===== config.mk =====
export PLATFORM = sky130hd
export DESIGN_NAME = esfa_vector_fetch_flat
export DESIGN_NICKNAME = d
export VERILOG_FILES = /design/src/rtl/esfa_vector_fetch_if.sv /design/src/rtl/esfa_vector_fetch.sv /design/src/flat_wrapper.sv
export SDC_FILE = /design/constraint.sdc
export NUM_CORES = 1
export LEC_CHECK = 0
export CELL_PAD_IN_SITES_DETAIL_PLACEMENT = 0
export CELL_PAD_IN_SITES_GLOBAL_PLACEMENT = 2
export CORE_ASPECT_RATIO = 0.6
export CORE_MARGIN = 2
export CORE_UTILIZATION = 44
export CTS_CLUSTER_SIZE = 8
export DETAILED_ROUTE_END_ITERATION = 12
export PLACE_DENSITY = 0.9
export SYNTH_ARGS = -nofsm -noshare
export SYNTH_HDL_FRONTEND = slang
export SYNTH_SLANG_ARGS = --single-unit

===== constraint.sdc =====
create_clock -name clk -period 10.4 [get_ports clk]
set_input_delay 1.04 -clock clk [delete_from_list [all_inputs] [get_ports clk]]
set_output_delay 1.04 -clock clk [all_outputs]
set_load 0.005 [all_outputs]

===== src/rtl/esfa_vector_fetch_if.sv =====
// ROM read port and decoded-vector output stream of the vector fetcher.
// The master side is the fetcher; the slave side is the ROM and consumer.
interface esfa_vector_fetch_if;
    logic        rom_en;
    logic [31:0] rom_addr;
    logic [63:0] rom_data;

    logic        out_valid;
    logic        out_ready;
    logic        out_is_mutating;
    logic        out_expected_bool;
    logic        out_is_metadata;
    logic [7:0]  out_new_index;
    logic [7:0]  out_new_value;
    logic [7:0]  out_metadata;
    logic [7:0]  out_selector;
    logic [7:0]  out_expected_value;
    logic [31:0] out_addr;

    modport master (
        output rom_en, rom_addr,
        input  rom_data,
        output out_valid,
        input  out_ready,
        output out_is_mutating, out_expected_bool, out_is_metadata, out_new_index,
               out_new_value, out_metadata, out_selector, out_expected_value, out_addr
    );

    modport slave (
        input  rom_en, rom_addr,
        output rom_data,
        input  out_valid,
        output out_ready,
        input  out_is_mutating, out_expected_bool, out_is_metadata, out_new_index,
               out_new_value, out_metadata, out_selector, out_expected_value, out_addr
    );
endinterface


===== src/rtl/esfa_vector_fetch.sv =====
// Streams test vectors out of a block ROM until an end marker (bit 2) or an
// overrun limit, buffering decoded vectors in a small FIFO with credit-based issue.
module esfa_vector_fetch #(
    parameter int unsigned FIFO_DEPTH  = 4,
    parameter int unsigned MAX_VECTORS = 1024
) (
    input  logic                 clk,
    input  logic                 reset,
    input  logic                 start,
    esfa_vector_fetch_if.master  bus,
    output logic                 busy,
    output logic                 done,
    output logic                 overrun,
    output logic [31:0]          vector_count
);

    localparam int unsigned PtrW = (FIFO_DEPTH > 1) ? $clog2(FIFO_DEPTH) : 1;
    localparam int unsigned CntW = PtrW + 1;
    localparam logic [31:0] MaxV = 32'(MAX_VECTORS);

    typedef enum logic [1:0] {StIdle, StFetch, StDrain, StDone} state_e;

    state_e            state_q, state_d;
    logic              rom_en_q, rom_en_d;
    logic [31:0]       rom_addr_q, rom_addr_d;
    logic [31:0]       next_addr_q, next_addr_d;
    logic              pend_q, pend_d;
    logic [31:0]       pend_addr_q, pend_addr_d;
    logic [PtrW-1:0]   wr_ptr_q, wr_ptr_d;
    logic [PtrW-1:0]   rd_ptr_q, rd_ptr_d;
    logic [CntW-1:0]   count_q, count_d;
    logic              busy_q, busy_d;
    logic              done_q, done_d;
    logic              overrun_q, overrun_d;
    logic [31:0]       vcount_q, vcount_d;

    // Entry layout: {source address, raw word bits 47:0}.
    logic [79:0]       mem_q [FIFO_DEPTH];

    logic              push, pop, issue, end_seen;
    logic [31:0]       occ;
    logic [79:0]       head;
    logic              head_valid;

    assign head_valid = (count_q != '0);
    assign pop        = head_valid && bus.out_ready;

    always_comb begin
        state_d     = state_q;
        rom_en_d    = 1'b0;
        rom_addr_d  = rom_addr_q;
        next_addr_d = next_addr_q;
        pend_d      = rom_en_q;
        pend_addr_d = rom_addr_q;
        wr_ptr_d    = wr_ptr_q;
        rd_ptr_d    = rd_ptr_q;
        count_d     = count_q;
        overrun_d   = overrun_q;
        vcount_d    = vcount_q;
        push        = 1'b0;
        issue       = 1'b0;
        end_seen    = 1'b0;
        // Words already issued still occupy a slot; a same-cycle pop earns no credit.
        occ         = 32'(count_q) + 32'(rom_en_q) + 32'(pend_q);

        case (state_q)
            StIdle, StDone: begin
                if (start) begin
                    state_d     = StFetch;
                    next_addr_d = '0;
                    vcount_d    = '0;
                    overrun_d   = 1'b0;
                end
            end
            StFetch: begin
                if (pend_q) begin
                    if (bus.rom_data[2]) end_seen = 1'b1;
                    else                 push     = 1'b1;
                end
                if (!end_seen && (next_addr_q < MaxV) && (occ < FIFO_DEPTH)) begin
                    issue = 1'b1;
                end
                if (end_seen) begin
                    state_d = StDrain;
                end else if ((next_addr_q == MaxV) && !rom_en_q && !pend_q) begin
                    overrun_d = 1'b1;
                    state_d   = StDrain;
                end
            end
            StDrain: ;
            default: state_d = StIdle;
        endcase

        if (issue) begin
            rom_en_d    = 1'b1;
            rom_addr_d  = next_addr_q;
            next_addr_d = next_addr_q + 32'd1;
        end

        if (push) wr_ptr_d = wr_ptr_q + PtrW'(1);
        if (pop) begin
            rd_ptr_d = rd_ptr_q + PtrW'(1);
            vcount_d = vcount_q + 32'd1;
        end
        if (push && !pop)      count_d = count_q + CntW'(1);
        else if (!push && pop) count_d = count_q - CntW'(1);

        if ((state_q == StDrain) && (count_d == '0)) state_d = StDone;

        busy_d = (state_d == StFetch) || (state_d == StDrain);
        done_d = (state_d == StDone);
    end

    always_ff @(posedge clk or negedge reset) begin
        if (!reset) begin
            state_q     <= StIdle;
            rom_en_q    <= 1'b0;
            rom_addr_q  <= '0;
            next_addr_q <= '0;
            pend_q      <= 1'b0;
            pend_addr_q <= '0;
            wr_ptr_q    <= '0;
            rd_ptr_q    <= '0;
            count_q     <= '0;
            busy_q      <= 1'b0;
            done_q      <= 1'b0;
            overrun_q   <= 1'b0;
            vcount_q    <= '0;
        end else begin
            state_q     <= state_d;
            rom_en_q    <= rom_en_d;
            rom_addr_q  <= rom_addr_d;
            next_addr_q <= next_addr_d;
            pend_q      <= pend_d;
            pend_addr_q <= pend_addr_d;
            wr_ptr_q    <= wr_ptr_d;
            rd_ptr_q    <= rd_ptr_d;
            count_q     <= count_d;
            busy_q      <= busy_d;
            done_q      <= done_d;
            overrun_q   <= overrun_d;
            vcount_q    <= vcount_d;
        end
    end

    // Storage needs no reset: the pointers define what is valid.
    always_ff @(posedge clk) begin
        if (push) mem_q[wr_ptr_q] <= {pend_addr_q, bus.rom_data[47:0]};
    end

    assign head = head_valid ? mem_q[rd_ptr_q] : '0;

    assign bus.rom_en             = rom_en_q;
    assign bus.rom_addr           = rom_addr_q;
    assign bus.out_valid          = head_valid;
    assign bus.out_is_mutating    = head[0];
    assign bus.out_expected_bool  = head[1];
    assign bus.out_is_metadata    = head[3];
    assign bus.out_new_index      = head[15:8];
    assign bus.out_new_value      = head[23:16];
    assign bus.out_metadata       = head[31:24];
    assign bus.out_selector       = head[39:32];
    assign bus.out_expected_value = head[47:40];
    assign bus.out_addr           = head[79:48];

    assign busy         = busy_q;
    assign done         = done_q;
    assign overrun      = overrun_q;
    assign vector_count = vcount_q;

endmodule


===== src/flat_wrapper.sv =====
// flat-port wrapper written by rule: the top's interface ports become plain ports
module esfa_vector_fetch_flat 
#(
    parameter int unsigned FIFO_DEPTH  = 4,
    parameter int unsigned MAX_VECTORS = 1024
)
  (clk, reset, start, busy, done, overrun, vector_count, bus_rom_en, bus_rom_addr, bus_rom_data, bus_out_valid, bus_out_ready, bus_out_is_mutating, bus_out_expected_bool, bus_out_is_metadata, bus_out_new_index, bus_out_new_value, bus_out_metadata, bus_out_selector, bus_out_expected_value, bus_out_addr);
  esfa_vector_fetch_if bus_i ();
  input  logic clk;
  input  logic reset;
  input  logic start;
  output logic busy;
  output logic done;
  output logic overrun;
  output logic [31:0] vector_count;
  output wire logic [$bits(bus_i.rom_en)-1:0] bus_rom_en;
  output wire logic [$bits(bus_i.rom_addr)-1:0] bus_rom_addr;
  input wire logic [$bits(bus_i.rom_data)-1:0] bus_rom_data;
  output wire logic [$bits(bus_i.out_valid)-1:0] bus_out_valid;
  input wire logic [$bits(bus_i.out_ready)-1:0] bus_out_ready;
  output wire logic [$bits(bus_i.out_is_mutating)-1:0] bus_out_is_mutating;
  output wire logic [$bits(bus_i.out_expected_bool)-1:0] bus_out_expected_bool;
  output wire logic [$bits(bus_i.out_is_metadata)-1:0] bus_out_is_metadata;
  output wire logic [$bits(bus_i.out_new_index)-1:0] bus_out_new_index;
  output wire logic [$bits(bus_i.out_new_value)-1:0] bus_out_new_value;
  output wire logic [$bits(bus_i.out_metadata)-1:0] bus_out_metadata;
  output wire logic [$bits(bus_i.out_selector)-1:0] bus_out_selector;
  output wire logic [$bits(bus_i.out_expected_value)-1:0] bus_out_expected_value;
  output wire logic [$bits(bus_i.out_addr)-1:0] bus_out_addr;
  assign bus_rom_en = bus_i.rom_en;
  assign bus_rom_addr = bus_i.rom_addr;
  assign bus_i.rom_data = bus_rom_data;
  assign bus_out_valid = bus_i.out_valid;
  assign bus_i.out_ready = bus_out_ready;
  assign bus_out_is_mutating = bus_i.out_is_mutating;
  assign bus_out_expected_bool = bus_i.out_expected_bool;
  assign bus_out_is_metadata = bus_i.out_is_metadata;
  assign bus_out_new_index = bus_i.out_new_index;
  assign bus_out_new_value = bus_i.out_new_value;
  assign bus_out_metadata = bus_i.out_metadata;
  assign bus_out_selector = bus_i.out_selector;
  assign bus_out_expected_value = bus_i.out_expected_value;
  assign bus_out_addr = bus_i.out_addr;
  esfa_vector_fetch #(.FIFO_DEPTH(FIFO_DEPTH), .MAX_VECTORS(MAX_VECTORS)) u_core (.clk(clk), .reset(reset), .start(start), .bus(bus_i), .busy(busy), .done(done), .overrun(overrun), .vector_count(vector_count));
endmodule

Yosys cells after proc, flatten, opt, wreduce, memory -nomap -nowiden
Memories as Yosys holds them, arrays and structs flattened.
Cells that the tools add are included.
Widths: inputs -> output; s select.
{"block": "op_classes", "addsub": 8, "order_cmp": 2, "eq_ne": 10, "n_mux": 27, "n_reduce_logical": 26}
{"operator": "$mux 32", "n": 4}
{"operator": "$mux 80", "n": 1}
{"operator": "$add 32x1->32 const B", "n": 2}
{"operator": "$add 32x1->32", "n": 1}
{"operator": "$eq 32x11->1 const B", "n": 1}
{"operator": "$lt 32x11->1 const B", "n": 1}
{"operator": "$lt 32x3->1 const B", "n": 1}
{"operator": "$mux 1", "n": 14}
{"operator": "$reduce_bool 2->1", "n": 5}
{"operator": "$eq 2x2->1 const B", "n": 4}
{"operator": "$logic_and 1x1->1", "n": 8}
{"operator": "$mux 2", "n": 4}
{"operator": "$mux 3", "n": 2}
{"operator": "$logic_not 1->1", "n": 5}
{"operator": "$add 2x1->2 const B", "n": 2}
{"operator": "$add 3x1->4", "n": 1}
{"operator": "$eq 2x1->1 const B", "n": 2}
{"operator": "$ne 2x2->1 const B", "n": 2}
{"operator": "$pmux 2 s2", "n": 1}
{"operator": "$reduce_and 2->1", "n": 2}
{"operator": "$reduce_and 4->1", "n": 1}
{"operator": "$add 3x1->3 const B", "n": 1}
{"operator": "$logic_not 3->1", "n": 1}
{"operator": "$reduce_bool 3->1", "n": 1}
{"operator": "6 further kinds", "n": 6}
{"block": "word_totals", "reg_bits": 142, "ramBits": 320, "inputBits": 68, "output_inout_bits": 144, "elab_cells": 87, "memories": 1}
{"name": "u_core.mem_q", "words": 4, "width": 80, "rd": 1, "rd_clocked_by_memory_dff": 0, "write_ports": 1, "line": "esfa_vector_fetch.sv:38", "rtl": "logic [79:0] mem_q [FIFO_DEPTH];"}

Longest topological paths before layout
{"block": "depth", "depth_word": 12, "depth_mapped": 9, "mapped_depth_nobuf": 9}

Least setup slack after synthesis
No wires, ideal clock.
{"block": "synth_path", "path_type": "input-to-reg", "startpoint": "in bus_rom_data[2]", "endpoint": "mem u_core.mem_q[0][0], enable pin", "setup_time_ns": 0.441, "t_arrival_ns": 3.262, "slack_ns": 6.697, "stages": 3, "path_buffers": 1, "cell_sequence": "and3b_1 clkbuf_1 and2_1"}
{"block": "synth_via", "elab_chain_len": 5}
{"element": "from (decl)", "line": "flat_wrapper.sv:18", "rtl": "input wire logic [$bits(bus_i.rom_data)-1:0] bus_rom_data;"}
{"element": "$mux 1", "line": "esfa_vector_fetch.sv:77", "rtl": "if (bus.rom_data[2]) end_seen = 1'b1;"}
{"element": "$mux 1", "line": "esfa_vector_fetch.sv:76", "rtl": "if (pend_q) begin"}
{"element": "$mux 1", "line": "esfa_vector_fetch.sv:66", "rtl": "case (state_q)"}
{"element": "$mux 1", "line": "esfa_vector_fetch.sv:148", "rtl": "if (push) mem_q[wr_ptr_q] <= {pend_addr_q, bus.rom_data[47:0]};"}
{"element": "$mux 1 (not written as such)", "line": "esfa_vector_fetch.sv:148"}
{"element": "to (decl)", "line": "esfa_vector_fetch.sv:38"}
Every way passes these cells.

Final worst setup path
{"block": "layout_path", "startpoint": "reg u_core.rd_ptr_q[0]", "endpoint": "out bus_out_new_index[1]"}
{"block": "layout_via", "elab_chain_len": 2}
{"element": "from (decl)", "line": "esfa_vector_fetch.sv:30", "rtl": "logic [PtrW-1:0] rd_ptr_q, rd_ptr_d;"}
{"element": "from (signal assigned)", "line": "esfa_vector_fetch.sv:137", "rtl": "rd_ptr_q <= rd_ptr_d;"}
{"element": "$mem_v2 4x80"}
{"element": "$mux 80", "line": "esfa_vector_fetch.sv:151", "rtl": "assign head = head_valid ? mem_q[rd_ptr_q] : '0;"}
{"element": "to (decl)", "line": "flat_wrapper.sv:24", "rtl": "output wire logic [$bits(bus_i.out_new_index)-1:0] bus_out_new_index;"}
Every way passes these cells.

==> results.yml <==
sta:
  fmax_ghz: 0.215
  whs_ns: 0.394
  slew_violations: 0
  grt_setup_unrepaired: "no"
  min_period_ns: 4.66
  setup_violations: 0
  hold_viol: 0
  relSlewSlack_pct: 35.4
  fin_skew_ns: 0.0154
  fin_tns_setup_ns: 0
  worstMarginPinSlew_ns: 0.969
  post-route-period-util_pct: 44.8
global_routing:
  antenna_found_initial: 1
  grt_usage_pct: 17.6
  gr-total-overflow: 0
  grt_max_degree: 81
  grt_pass1_wl_um: 54900
  grt_pass1_vias: 9447
placement:
  numPortBuffers: 191
  hpwl_um: 20700
  gp_congestion: 0.757
run:
  max_cap_violations: 0
logic_synthesis:
  synth_nets: 1036
  muxShareOfSynthArea_pct: 11.7
  netlist_area_um2: 17000
  synth-simple-area-share_pct: 8.63
  synth_top_area_share_pct: 53.0
  synthTopCellsByArea: "edfxtp_1 (53%), dfrtp_1 (21%), mux4_2 (9.9%), and2_1 (3.8%), nand2_1 (1.1%)"
  yosys.area_share.adder_pct: 1.10
  dominantRegCellSynth: "edfxtp_1"
  synth.distinct_cells: 54
  ys_seq_area_share_pct: 73.9
  syn_avg_cell_area_um2: 17.8
  synth_top_family_by_area: "multiplexers"
  synth-edff-count: 300
  synth-async-reset-ratio_pct: 32.1
  synth_xor_area_share_pct: 0.309
  synth_compound_area_share_pct: 2.94
  syn-instance-count: 953
  ys_ff_latch: 442
  yosysWarnings: 0
  synth_largest_area_cell: "edfxtp_1"
cts:
  cts_sinks: 442
  cts_tree: "built"
  cts_resized: 0
  ctsRootBufferMaster: "clkbuf_16"
  cts_buffers: 61
  post_cts_buffers: 0
  clk_pin_slew_worst_paths_ns: 0.05
  clk_latency_ns: 0.58
  htreeDepth: 2
  ctsHoldBuffers: 0
  cts_buffer_depth: 3
hold_path:
  hold_class: "reg2reg"
  hold_end: "u_core.pend_addr_q[28]$_DFF_PN0_"
  holdPathStages: 0
  min-delay-start: "u_core.bus.rom_addr[28]$_DFFE_PN0P_"
cells_and_area:
  most-common-layout-cells: "edfxtp_1 (300), clkdlybuf4s50_1 (190), dfrtp_1 (140)"
  drive_gt1_share_pct: 15.4
  syn_to_final_growth_pct: 24.6
  nets: 1261
  final_common_cell: "edfxtp_1"
power_and_ir_drop:
  ir_drop_v: 0.000155
  p_leak_nw: 7.75
  power_density_nw_per_um2: 252
worst_setup_path:
  crit_path_start: "u_core.rd_ptr_q[0]$_DFFE_PN0P_"
  critPathKind: "reg2out"
  critPathMaxFanout: 46
  cp.arrival_ns: 3.62
  rrSetupSlack_ns: 6.90
  worstSetupStartpointType: "register"
  worstPathRequired_ns: 9.36
  reg2reg_depth: 9
  rr_startpoint: "u_core.count_q[0]$_DFF_PN0_"
  endpoint_kind: "output port"
  r2r-end: "u_core.vector_count[29]$_DFFE_PN0P_"
drt:
  met2_length_um: 16200
  ant_nets: 0
  routedWlPerCell_um: 20.2
  wl_um: 34800
  top_layer: "met4"
  via_per_inst: 5.21
  remaining_drc_errors: 0
  wl_met3_um: 1730
  drt-met1-wl_um: 16400
  num_vias: 8987
  drt_iter0_drc: 548
  drt_first_pass_iters: 4
die:
  num_rows: 55
  core_um2: 37900
  die_x_um: 258
  die_height_um: 156
  pin_count: 212
  dieArea_um2: 40300
  start_util_pct: 44.8
run_status:
  outcome: "finished, final reports clean"
[area by class of cell]
type / instances / area [um2]
fill: 2917 / 16700
multi-input combinational: 453 / 4210
inverter: 20 / 75.1
timing repair buffer: 200 / 1980
antenna: 1 / 2.50
clock inverter: 4 / 68.8
sequential: 442 / 12600
tap: 513 / 642
clock buffer: 92 / 1640
[per-layer routing]
| metal | track usage, % | vias to the layer above |
|---|---|---|
| li1 | - | 4116 |
| met1 | 25.5 | 4618 |
| met2 | 27.7 | 210 |
| met3 | 3.71 | 43 |
| met4 | 4.13 | 0 |
| met5 | 0 | - |
[synth_stat cells (2+ instances only)]
cell and count:
edfxtp_1 300, dfrtp_1 142, and2_1 104, mux4_2 75
nand2_1 51, clkbuf_1 24, nor2b_1 21, o21ai_0 21
inv_1 19, mux2i_1 18, ha_1 15, nand3_1 15
nand4_1 13, nor2_1 13, a211oi_1 11, a31o_2 10
and3_1 7, buf_2 7, a21oi_1 6, buf_1 5
mux2_4 5, nor3_1 5, nor4_1 5, o31ai_1 5
or2_2 5, and4_1 4, mux2_2 4, nand2b_1 4
o211ai_1 4, xnor2_1 4, a221o_1 2, a22oi_1 2
a31oi_1 2, buf_6 2, nor4_2 2, nor4b_1 2
xor2_1 2
[registers in the layout (all words and copies together) (netlist names)]
register	flops
u_core.bus.rom_addr	32
u_core.bus.rom_en	1
u_core.busy	1
u_core.count_q	3
u_core.done	1
u_core.mem_q	300
u_core.next_addr_q	32
u_core.overrun	1
u_core.pend_addr_q	32
u_core.pend_q	1
u_core.rd_ptr_q	2
u_core.state_q	2
u_core.vector_count	32
u_core.wr_ptr_q	2
[kinds of logic after synthesis]
kind of cell	after synthesis
buffers and inverters	58
xor gates and xnor gates	6
adders and majority gates	15
muxes	102
AOI/OAI and AO/OA	72
DFF	442
and+or+nand+nor	258
[worst max-delay path by stage]
stage                              endpoint  cells after the start
6_report               bus_out_new_index[1]                      4
2_1_floorplan  u_core.mem_q[0][0]$_DFFE_PP_                      3
5_1_grt                     bus_out_addr[0]                      4
3_3_place_gp           bus_out_new_index[1]                      4
4_1_cts                     bus_out_addr[0]                      4
3_5_place_dp                bus_out_addr[0]                      4
[through the flow]
step / worst slack [ns] / total power, mW / instance area, um2 / cells / utilization (%)
4_1_cts: 5.59 / 5.42 / 21200 / 1724 / 55.9
2_1_floorplan: 6.70 / 2.90 / 17000 / 953 / -
3_3_place_gp: 6.25 / 3.61 / 19500 / 1628 / 51.4
5_1_grt: 5.45 / 5.61 / 21200 / 1725 / 55.9
3_5_place_dp: 6.23 / 3.62 / 19500 / 1628 / 51.4
6_report: 5.74 / 5.33 / 21200 / 1725 / 55.9
[where the power goes]
| group | leakage [nW] | switching, mW | internal, mW |
|---|---|---|---|
| combinational | 2.34 | 0.610 | 0.828 |
| sequential | 4.59 | 0.127 | 2.00 |
| clock | 0.822 | 0.697 | 1.07 |
[critical path, stage by stage (launching register included)]
cell	delay [ns]
dfrtp_4	0.85
buf_4	0.88
mux4_2	0.59
and2_1	0.17
clkdlybuf4s50_1	0.50
No activity file was read; power rests on OpenSTA's default activity.
